### src/rtl/vram_arbiter_pkg.sv
// vram_arbiter_pkg: shared encodings and default sizes for the VRAM arbiter.
// Also used by the video unit and the CPU bus for RAM_SIZE/XLEN defaults.
package vram_arbiter_pkg;

    localparam int VRAM_SIZE = 8192;
    localparam int VRAM_XLEN = 8;

    typedef enum logic [1:0] {
        IDLE  = 2'd0,
        ISSUE = 2'd1,
        DATA  = 2'd2
    } arb_state_t;

    typedef enum logic {
        OWN_CPU = 1'b0,
        OWN_VID = 1'b1
    } arb_owner_t;

endpackage

### src/rtl/vram_arb_pick.sv
// vram_arb_pick: combinational grant decision, video first unless CPU starved.
// Ports: i_cpu_req/i_vid_req candidates, i_starved, o_grant, o_owner.
module vram_arb_pick
    import vram_arbiter_pkg::*;
(
    input  logic       i_cpu_req,
    input  logic       i_vid_req,
    input  logic       i_starved,
    output logic       o_grant,
    output arb_owner_t o_owner
);

    always_comb begin
        o_grant = 1'b0;
        o_owner = OWN_CPU;
        if (i_vid_req && !i_starved) begin
            o_grant = 1'b1;
            o_owner = OWN_VID;
        end else if (i_cpu_req) begin
            o_grant = 1'b1;
            o_owner = OWN_CPU;
        end
    end

endmodule

### src/rtl/vram_arbiter.sv
// vram_arbiter: shares the single-port work/video RAM between CPU and video.
// Ports: cpu_*/vid_* req/ack handshakes, ram_* registered RAM port, vid_underrun.
module vram_arbiter
    import vram_arbiter_pkg::*;
#(
    parameter int RAM_SIZE       = VRAM_SIZE,
    parameter int RAM_ADDR_WIDTH = $clog2(RAM_SIZE),
    parameter int XLEN           = VRAM_XLEN,
    parameter int CPU_STARVE_MAX = 6,
    parameter int VID_DEADLINE   = 12
) (
    input  logic                      clk,
    input  logic                      rst_n,
    input  logic                      cpu_req,
    input  logic                      cpu_we,
    input  logic [RAM_ADDR_WIDTH-1:0] cpu_addr,
    input  logic [XLEN-1:0]           cpu_wdata,
    output logic                      cpu_ack,
    output logic [XLEN-1:0]           cpu_rdata,
    input  logic                      vid_req,
    input  logic [RAM_ADDR_WIDTH-1:0] vid_addr,
    output logic                      vid_ack,
    output logic [XLEN-1:0]           vid_rdata,
    output logic [RAM_ADDR_WIDTH-1:0] ram_addr,
    output logic                      ram_we,
    output logic [XLEN-1:0]           ram_wdata,
    input  logic [XLEN-1:0]           ram_rdata,
    output logic                      vid_underrun
);

    localparam int SW = $clog2(CPU_STARVE_MAX + 2);
    localparam int VW = $clog2(VID_DEADLINE + 2);
    localparam logic [SW-1:0] STARVE_TOP = SW'(CPU_STARVE_MAX);
    localparam logic [VW-1:0] VWAIT_TOP  = VW'(VID_DEADLINE + 1);
    localparam logic [VW-1:0] VWAIT_LIM  = VW'(VID_DEADLINE);

    arb_state_t                r_state;
    arb_owner_t                r_owner;
    logic                      r_cpu_ack;
    logic                      r_vid_ack;
    logic [XLEN-1:0]           r_cpu_rdata;
    logic [XLEN-1:0]           r_vid_rdata;
    logic [RAM_ADDR_WIDTH-1:0] r_ram_addr;
    logic                      r_ram_we;
    logic [XLEN-1:0]           r_ram_wdata;
    logic [SW-1:0]             r_starve;
    logic [VW-1:0]             r_vwait;
    logic                      r_underrun;

    logic       w_in_data;
    logic       w_arb;
    logic       w_cpu_cand;
    logic       w_vid_cand;
    logic       w_starved;
    logic       w_pick;
    arb_owner_t w_pick_own;
    logic       w_grant;
    logic       w_cpu_win;
    logic       w_cpu_owner;
    logic       w_vid_inc;

    assign w_in_data = (r_state == DATA);
    assign w_arb     = (r_state == IDLE) || w_in_data;

    // In DATA the owner's req still shows the access being completed, so it
    // yields to the other requester; alone, a held req is the next access.
    assign w_cpu_cand = cpu_req &&
        !(w_in_data && r_owner == OWN_CPU && vid_req);
    assign w_vid_cand = vid_req &&
        !(w_in_data && r_owner == OWN_VID && cpu_req);
    assign w_starved  = (r_starve >= STARVE_TOP);

    vram_arb_pick u_pick (
        .i_cpu_req (w_cpu_cand),
        .i_vid_req (w_vid_cand),
        .i_starved (w_starved),
        .o_grant   (w_pick),
        .o_owner   (w_pick_own)
    );

    assign w_grant     = w_arb && w_pick;
    assign w_cpu_win   = w_grant && (w_pick_own == OWN_CPU);
    assign w_cpu_owner = (r_state != IDLE) && (r_owner == OWN_CPU);
    assign w_vid_inc   = vid_req && !r_vid_ack;

    always_ff @(posedge clk or negedge rst_n) begin
        if (!rst_n) begin
            r_state     <= IDLE;
            r_owner     <= OWN_CPU;
            r_cpu_ack   <= 1'b0;
            r_vid_ack   <= 1'b0;
            r_cpu_rdata <= '0;
            r_vid_rdata <= '0;
            r_ram_addr  <= '0;
            r_ram_we    <= 1'b0;
            r_ram_wdata <= '0;
        end else begin
            r_cpu_ack <= 1'b0;
            r_vid_ack <= 1'b0;
            unique case (r_state)
                ISSUE: begin
                    r_state   <= DATA;
                    r_ram_we  <= 1'b0;
                    r_cpu_ack <= (r_owner == OWN_CPU);
                    r_vid_ack <= (r_owner == OWN_VID);
                end
                default: begin
                    if (w_in_data) begin
                        if (r_owner == OWN_CPU)
                            r_cpu_rdata <= ram_rdata;
                        else
                            r_vid_rdata <= ram_rdata;
                    end
                    if (w_grant) begin
                        r_state    <= ISSUE;
                        r_owner    <= w_pick_own;
                        r_ram_addr <= (w_pick_own == OWN_CPU) ?
                                      cpu_addr : vid_addr;
                        r_ram_we   <= (w_pick_own == OWN_CPU) && cpu_we;
                        r_ram_wdata <= (w_pick_own == OWN_CPU) ?
                                       cpu_wdata : '0;
                    end else begin
                        r_state <= IDLE;
                    end
                end
            endcase
        end
    end

    always_ff @(posedge clk or negedge rst_n) begin
        if (!rst_n) begin
            r_starve   <= '0;
            r_vwait    <= '0;
            r_underrun <= 1'b0;
        end else begin
            if (!cpu_req || w_cpu_win)
                r_starve <= '0;
            else if (!w_cpu_owner && r_starve != STARVE_TOP)
                r_starve <= r_starve + SW'(1);
            if (r_vid_ack)
                r_vwait <= '0;
            else if (w_vid_inc && r_vwait != VWAIT_TOP)
                r_vwait <= r_vwait + VW'(1);
            if (w_vid_inc && r_vwait == VWAIT_LIM)
                r_underrun <= 1'b1;
        end
    end

    // Read data is live from the RAM in the ack cycle, then held.
    assign cpu_ack      = r_cpu_ack;
    assign vid_ack      = r_vid_ack;
    assign cpu_rdata    = r_cpu_ack ? ram_rdata : r_cpu_rdata;
    assign vid_rdata    = r_vid_ack ? ram_rdata : r_vid_rdata;
    assign ram_addr     = r_ram_addr;
    assign ram_we       = r_ram_we;
    assign ram_wdata    = r_ram_wdata;
    assign vid_underrun = r_underrun;

endmodule
### config.mk
export PLATFORM = sky130hd
export DESIGN_NAME = vram_arbiter
export DESIGN_NICKNAME = d
export VERILOG_FILES = /design/src/rtl/vram_arbiter_pkg.sv /design/src/rtl/vram_arb_pick.sv /design/src/rtl/vram_arbiter.sv
export SDC_FILE = /design/constraint.sdc
export NUM_CORES = 1
export LEC_CHECK = 0
export CAP_MARGIN = 20
export CELL_PAD_IN_SITES_DETAIL_PLACEMENT = 1
export CELL_PAD_IN_SITES_GLOBAL_PLACEMENT = 2
export CORE_ASPECT_RATIO = 1.25
export CORE_MARGIN = 2
export CORE_UTILIZATION = 30
export DETAILED_ROUTE_END_ITERATION = 8
export PLACE_DENSITY_LB_ADDON = 0.1
export SLEW_MARGIN = 0
export SYNTH_ARGS = -nofsm -noshare
export SYNTH_HDL_FRONTEND = slang
export SYNTH_SLANG_ARGS = --single-unit
### constraint.sdc
create_clock -name clk -period 3.25 [get_ports clk]
set_clock_uncertainty 0.15 [all_clocks]
set_input_delay 0.4875 -clock clk [delete_from_list [all_inputs] [get_ports clk]]
set_output_delay 0.4875 -clock clk [all_outputs]
set_load 0.005 [all_outputs]
==> impl_metrics.ini <==
[cts]
cts.sinks = 51
clockBufferDepth = 2
cts_root_buffer = clkbuf_8
numCtsBuffers = 5
clock_latency_ns = 0.30
clkSlewWorstSetupHoldPaths_ns = 0.10
cts_tree = yes
htree_levels = 2
cts.repair.resized = 0

[pwr]
totalPowerFinal_mw = 2.504
powerDensity_nw_per_um2 = 722.1
p_leak_nw = 1.484
vdd_drop_max_v = 0.0003087

[run_status]
outcome = complete, no violations

[global_routing]
grt_antenna_before_repair = 0
overflow = 0
grt_use_total_pct = 14.34
grt_max_degree = 33
grt_pass1_vias = 1946
grt_pass1_wl_um = 10140

[critical_path]
rrSetupSlack_ns = 1.17
reg2regPathDepth = 7
cp_max_fo = 15
cp-end-kind = primary output
cp.required_ns = 2.61
cp.arrival_ns = 1.88
critPathKind = reg -> out
start_kind = flop
r2r-end = ram_wdata[2]
timing.rr.start = r_starve[0]

[die]
dieWidth_um = 84.04
row_count = 36
core-area_um2 = 7792
ios = 88
die_area_um2 = 8744
start_util_pct = 30.83
die_y_um = 104.1

[sta]
slew_violations = 0
setup_viol = 0
timing.hold.ws_ns = 0.3441
period_needed_ns = 2.518
fmax_mhz = 397.2
tightestPinTransition_ns = 0.7165
period_share_pct = 77.46
hold_viol_final = 0
slew-limit-headroom_pct = 52.09
rsz0062_at_grt = no
tns_ns = 0

[yosys]
synth_ff_type = dfrtp_1
ys_seq_area_share_pct = 53.13
yosysUniqueCellTypes = 39
syn_area_per_cell_um2 = 12.19
synthArstFlopShare_pct = 100.0
yosys_warnings = 0
synth_area_um2 = 2402
synth_edf_count = 0
synth.net_count = 249
synth_cells = 197
yosys_register_bits = 51

[routing]
initialDrtViolationCount = 31
drc = 0
viasPerCell = 4.743
drt-wirelength-per-cell_um = 15.69
first_pass_iters = 4
vias = 1807
ant_nets = 0
drt-total-wl_um = 5978

[placed_design]
gp_congestion = 0.7465
io_buffers = 87
dp.final_hpwl_um = 4390

[final_layout]
diodes = 0
multi_input_area_um2 = 996.0
layout_commonest_cell = clkdlybuf4s50_1
layout_common_cells = clkdlybuf4s50_1 (86), dfrtp_1 (51), mux2_2 (33)
syn2layout_area_growth_pct = 44.38
fill_cells = 847
layout.nets = 337
ff_latch_area_um2 = 1276
drive_above_1_share_pct = 18.88

[hold_path]
min_to = vid_underrun
worstHoldStart = vid_underrun
hp-class = reg -> reg
min_path_cells = 1

[run]
cap_violations = 0
[cell families (layout without fill, tap and decap cells)]
group                      count (synthesis)  after routing  share of synthesized area (%)
DFF                                       51             51                          53.12
AOI/OAI and AO/OA                         47             47                          14.22
muxes                                     34             34                          15.89
and+or+nand+nor                           31             31                          8.021
buffers and inverters                     27            116                          5.416
adders and majority gates                  5              5                          2.604
xor gates and xnor gates                   2              2                         0.7293
[flip-flops by register name (all words and copies together), names as in the netlist]
| name | cells |
|---|---|
| ram_wdata | 8 |
| r_cpu_rdata | 8 |
| ram_we | 1 |
| vid_underrun | 1 |
| vid_ack | 1 |
| r_owner | 1 |
| r_state | 2 |
| r_vid_rdata | 8 |
| r_vwait | 4 |
| r_starve | 3 |
| cpu_ack | 1 |
| ram_addr | 13 |
[metal layers]
layer  track usage (%)  share of wire [%]  vias to the layer above
li1                  -                  -                      869
met1             17.58                 43                      868
met2             24.60                 50                       63
met3             3.889                5.8                        7
met4             4.032                1.7                        0
met5                 0                  0                        -
[final cells by class]
cell class	instances	area share, %
timing repair buffer	90	25.69
inverter	18	2.020
sequential	51	36.80
multi-input combinational	119	28.72
clock inverter	3	1.371
clock buffer	5	1.984
tap	95	3.427
[Yosys cell counts, types with 3 or more instances]
library cell  instances  area share [%]
o22ai_1              11             2.9
ha_1                  5             2.6
dfrtp_1              51              53
o21ai_0               4            0.83
a21oi_1              15             3.1
nand2_1               7             1.1
nor2b_1               3            0.78
nor2_1                5            0.78
buf_2                 3            0.62
a22o_1                8             2.9
inv_1                17             2.7
mux2_2               33              15
nand3_1               3            0.62
[stage by stage]
| step | util [%] | worst slack (ns) | area, um2 | cells |
|---|---|---|---|---|
| finish | 44.51 | 0.7324 | 3468 | 381 |
| global placement | 42.89 | 0.9039 | 3342 | 372 |
| CTS | 44.51 | 0.6628 | 3468 | 381 |
| global route | 44.51 | 0.6050 | 3468 | 381 |
| detailed placement | 42.89 | 0.8725 | 3342 | 372 |
| floorplan | - | 1.527 | 2402 | 197 |
[worst max-delay path, cell delays in order (launching register included)]
cell and delay (ns):
dfrtp_1 0.71, mux2_2 0.41, clkdlybuf4s50_1 0.45
[timing repair]
| item | CTS | global route |
|---|---|---|
| setup buffers | 0 | 0 |
| endpoints found under the hold margin | 19 | 0 |
| hold buffers | 1 | 0 |
[power by group]
group / switching, mW / internal, mW
registers: 0.173 / 0.855
clock network: 0.226 / 0.234
logic: 0.334 / 0.682
total: 0.733 / 1.77
[worst max-delay path by stage]
stage | startpoint | end | slack (ns) | cells after the start
2_1_floorplan | vid_ack | vid_rdata[0] | 1.53 | 2
3_3_place_gp | ram_rdata[0] | vid_rdata[0] | 0.90 | 3
3_5_place_dp | vid_req | ram_addr[11] | 0.87 | 6
4_1_cts | vid_ack | vid_rdata[0] | 0.66 | 2
5_1_grt | vid_ack | vid_rdata[1] | 0.61 | 2
6_report | vid_ack | vid_rdata[0] | 0.73 | 2
No activity file was read; power rests on OpenSTA's default activity.
==> patch 1 (config.mk and constraints unchanged) <==
`VRAM_SIZE`: 8192 -> 16384.
--- a/src/rtl/vram_arbiter_pkg.sv
+++ b/src/rtl/vram_arbiter_pkg.sv
@@ -4,3 +4,3 @@
 
-    localparam int VRAM_SIZE = 8192;
+    localparam int VRAM_SIZE = 16384;
     localparam int VRAM_XLEN = 8;
Ports: changed (resized cpu_addr, ram_addr and vid_addr); port bits go from 88 to 91. The function was not compared with the original's and may differ.
==> patch 1 against the unedited design <==
- worst setup slack gained 0.059 ns
- wire length grew 28%
- sequential cell count grew 1
- final area grew 16%
- area after synthesis grew 19%
- sequential power grew 5%
- total power grew 16%
- hold slack lost 0.17 ns
==> patch 1: results (changes against the unedited design) <==
<table>
<tr><th>Metric</th><th>Value</th></tr>
<tr><th colspan="2">Outcome</th></tr>
<tr><td>Outcome</td><td>finished, final reports clean</td></tr>
<tr><th colspan="2">Logic synthesis</th></tr>
<tr><td>Sequential area share after synthesis</td><td>45.40% (-7.7 points)</td></tr>
<tr><td>Number of instances in the synthesized netlist</td><td>242 (+23%)</td></tr>
<tr><td>Number of different library cells in the post-synthesis netlist</td><td>43 (+10%)</td></tr>
<tr><th colspan="2">Timing</th></tr>
<tr><td>Tcrit/Tclk final</td><td>75.64% (-1.8 points)</td></tr>
<tr><td>Worst hold-check slack</td><td>0.1755 ns (-0.1686 ns)</td></tr>
<tr><th colspan="2">Finish</th></tr>
<tr><td>Fraction of final layout cells with drive strength greater than 1</td><td>20.62% (+1.7 points)</td></tr>
<tr><td>Signed area change from the synthesized netlist to the final layout</td><td>40.64%</td></tr>
<tr><td>Final-stage net count</td><td>379 (+12%)</td></tr>
<tr><th colspan="2">Placement</th></tr>
<tr><td>Placed instance count</td><td>441 (+19%)</td></tr>
<tr><td>Placement-stage cell area</td><td>3846 um2 (+15%)</td></tr>
<tr><td>Half-perimeter wire length of the detailed placement result</td><td>5563 um (+27%)</td></tr>
<tr><th colspan="2">Critical path</th></tr>
<tr><td>Worst reg2reg startpoint</td><td>r_starve[1]</td></tr>
<tr><td>Arrival time worst endpoint</td><td>1.82 ns (-0.06 ns)</td></tr>
<tr><td>Register-to-Register Setup Slack</td><td>1.09 ns (-0.08 ns)</td></tr>
<tr><td>Maximum net fanout on the critical path</td><td>14 (-1)</td></tr>
<tr><th colspan="2">Power and ir drop</th></tr>
<tr><td>Max rail drop VDD</td><td>0.2018 mV (-35%)</td></tr>
<tr><td>Leakage power figure</td><td>0.001636 uW (+10%)</td></tr>
<tr><th colspan="2">Global routing</th></tr>
<tr><td>GR Util All Layers</td><td>15.27% (+0.92 points)</td></tr>
<tr><td>Met2 track demand over resource in global routing</td><td>26.52% (+1.9 points)</td></tr>
<tr><th colspan="2">Route</th></tr>
<tr><td>1st-iter DRT viols</td><td>124 (+300%)</td></tr>
<tr><td>DRT met1 WL</td><td>3359 um (+31%)</td></tr>
<tr><td>Average via count per standard cell</td><td>5.067 (+6.8%)</td></tr>
<tr><td>Sum of met2 wire segment lengths after detailed routing</td><td>3903 um (+31%)</td></tr>
<tr><th colspan="2">CTS</th></tr>
<tr><td>Clock-pin transition on the worst setup and hold timing paths</td><td>0.07 ns (-0.03 ns)</td></tr>
<tr><th colspan="2">Worst hold path</th></tr>
<tr><td>Worst hold path type</td><td>in -&gt; async</td></tr>
</table>
patch 1: report_power, final:
| group | internal, uW | switching, uW |
|---|---|---|
| clock network | 437 | 228 |
| registers | 881 | 201 |
| logic | 766 | 393 |
| total | 2080 | 822 |
patch 1: area by class of cell:
type / count / area share, %
multi-input combinational: 155 / 34.76
sequential: 52 / 32.28
timing repair buffer: 94 / 22.97
tap: 123 / 3.818
clock buffer: 5 / 3.104
inverter: 17 / 1.583
clock inverter: 2 / 1.490
patch 1: final timing paths:
check	cells past startpoint	end
worst max-delay path	2	vid_rdata[5]
worst min-delay path	2	vid_underrun
worst max register to register	4	r_starve[2]
worst min register to register	1	vid_underrun
max in group asynchronous	2	ram_addr[9]
min in group clk	1	vid_underrun
patch 1: logic make-up after synthesis:
logic type      synth area share, %
flops                         45.40
fa+ha+maj                     2.182
buf+inv                       5.718
simple gates                  11.96
compound gates                16.89
mux                           17.85
==> patch 2 (same settings) <==
Without the edit above. Re-encode `arb_state_t` (3 states) as one-hot, 3 bits wide.
--- a/src/rtl/vram_arbiter_pkg.sv
+++ b/src/rtl/vram_arbiter_pkg.sv
@@ -7,6 +7,6 @@
 
-    typedef enum logic [1:0] {
-        IDLE  = 2'd0,
-        ISSUE = 2'd1,
-        DATA  = 2'd2
+    typedef enum logic [2:0] {
+        IDLE  = 3'b001,
+        ISSUE = 3'b010,
+        DATA  = 3'b100
     } arb_state_t;
Check against the original RTL: no difference found for any inputs over 10 cycles, from zero or initial values and one cycle with rst_n low; not proved beyond that.
==> patch 2 against the unedited design <==
- cell count is 8.1% higher
- wire length is 0.70% lower
- final area is 6.9% higher
- worst setup slack better by 0.017 ns
- area after synthesis is 9.3% higher
- sequential power is 14% higher
- count of clock-buffer cells in the layout stayed put
- combinational power is 49% higher
- sequential cell count is 1 higher
- total power is 24% higher
- critical path type is now reg -> reg
- critical endpoint is now ram_addr[1]
==> patch 2: results (changes against the unedited design) <==
<table>
<tr><th>Metric</th><th>Value</th></tr>
<tr><th colspan="2">Outcome</th></tr>
<tr><td>Outcome</td><td>finished, final reports clean</td></tr>
<tr><th colspan="2">Critical path</th></tr>
<tr><td>Max incr delay on CP</td><td>0.68 ns (-0.03 ns)</td></tr>
<tr><td>Capture point of the worst path</td><td>ram_addr[1]</td></tr>
<tr><td>Worst R2R End</td><td>ram_addr[1]</td></tr>
<tr><td>Critical path type</td><td>reg -&gt; reg</td></tr>
<tr><td>Maximum net fanout on the critical path</td><td>16 (+1)</td></tr>
<tr><th colspan="2">Global routing</th></tr>
<tr><td>Met2 track demand over resource in global routing</td><td>21.21% (-3.4 points)</td></tr>
<tr><td>Largest net degree at the start of global routing</td><td>29 (-12%)</td></tr>
<tr><td>Met3 demand-to-capacity share in global routing</td><td>3.893% (+0.0042 points)</td></tr>
<tr><td>GR Util All Layers</td><td>12.41% (-1.9 points)</td></tr>
<tr><td>Met1 track demand over resource in global routing</td><td>15.30% (-2.3 points)</td></tr>
<tr><th colspan="2">Route</th></tr>
<tr><td>Post-detailed-route wirelength per cell</td><td>14.41 um (-8.2%)</td></tr>
<tr><td>Routed vias</td><td>1,815 (+0.44%)</td></tr>
<tr><td>Number of optimization iterations in the first detailed-route pass</td><td>2 (-2)</td></tr>
<tr><td>1st-iter DRT viols</td><td>26 (-16%)</td></tr>
<tr><th colspan="2">Logic synthesis</th></tr>
<tr><td>Top cells by area in the synthesized netlist</td><td>sky130_fd_sc_hd__dfrtp_1, sky130_fd_sc_hd__mux2_2, sky130_fd_sc_hd__mux2_4</td></tr>
<tr><td>Commonest cells post-synth</td><td>sky130_fd_sc_hd__dfrtp_1, sky130_fd_sc_hd__mux2_2, sky130_fd_sc_hd__inv_1</td></tr>
<tr><td>Sequential area share after synthesis</td><td>49.62% (-3.5 points)</td></tr>
<tr><th colspan="2">Power and ir drop</th></tr>
<tr><td>Leakage power figure</td><td>0.001607 uW (+8.3%)</td></tr>
<tr><td>Max rail drop VDD</td><td>0.3361 mV (+8.9%)</td></tr>
<tr><th colspan="2">Timing</th></tr>
<tr><td>Final Worst Setup Slack</td><td>0.7496 ns (+0.01719 ns)</td></tr>
<tr><td>Worst-Margin Slew</td><td>0.7543 ns (+0.03783 ns)</td></tr>
<tr><th colspan="2">CTS</th></tr>
<tr><td>Hold bufs inserted after CTS</td><td>0 (-1)</td></tr>
<tr><th colspan="2">Finish</th></tr>
<tr><td>Fraction of final layout cells with drive strength greater than 1</td><td>26.37% (+7.5 points)</td></tr>
<tr><th colspan="2">Placement</th></tr>
<tr><td>Half-perimeter wire length of the detailed placement result</td><td>4271 um (-2.7%)</td></tr>
<tr><td>Placement-stage cell area</td><td>3611 um2 (+8.0%)</td></tr>
</table>
-- patch 2: cell families (layout without fill, tap and decap cells) --
logic type | after synthesis | count (layout) | share of synthesized area [%]
flip-flops | 52 | 52 | 49.62
AO/OA/AOI/OAI | 12 | 12 | 3.194
buffers and inverters | 25 | 117 | 5.385
adder cells (fa/ha/maj) | 5 | 5 | 2.383
multiplexers | 71 | 71 | 31.60
XOR/XNOR | 5 | 5 | 1.669
AND/OR/NAND/NOR | 30 | 30 | 6.149
-- patch 2: how the worst min path moves through the flow --
| stage | from | to | slack, ns |
|---|---|---|---|
| global placement | vid_underrun | vid_underrun | 0.31 |
| floorplan | rst_n | cpu_ack | 0.04 |
| global route | rst_n | vid_underrun | 0.09 |
| finish | rst_n | vid_underrun | 0.04 |
| detailed placement | vid_underrun | vid_underrun | 0.32 |
| CTS | rst_n | ram_addr[5] | 0.08 |
-- patch 2: metal layers --
layer	share of wire, %	vias up
li1	-	864
met1	43	896
met3	5.5	2
met2	51	53
met5	0	-
met4	0.49	0
-- patch 2: cell type report --
type / instances / area (um2) / share of cell area, %
Timing Repair Buffer: 93 / 910.9 / 24.57
Multi-Input combinational cell: 123 / 1187 / 32.03
Sequential cell: 52 / 1303 / 35.13
Tap cell: 120 / 150.1 / 4.050
Inverter: 16 / 60.06 / 1.620
Clock inverter: 3 / 27.53 / 0.7425
Clock buffer: 5 / 68.82 / 1.856
-- patch 2: worst reg2reg max path, cell delays in order (launching register included) --
cell and delay, ns:
sky130_fd_sc_hd__dfrtp_1 0.47, sky130_fd_sc_hd__nor4bb_2 0.42, sky130_fd_sc_hd__a211o_1 0.68, sky130_fd_sc_hd__mux2_2 0.42, sky130_fd_sc_hd__mux2_2 0.26
-- patch 2: per-stage QoR --
stage | util [%] | hold slack (ns) | total power, uW
finish | 43.08 | 0.04447 | 3096
global route | 43.08 | 0.08547 | 3327
CTS | 43.08 | 0.08352 | 3162
detailed placement | 41.96 | 0.3246 | 2742
global placement | 41.96 | 0.3084 | 2729
floorplan | - | 0.04191 | 2009
-- patch 2: where the power goes --
group / switching (uW) / leakage (uW) / internal (uW)
registers: 222 / 0.000646 / 951
clock network: 240 / 0.0000463 / 159
logic: 514 / 0.000915 / 1010
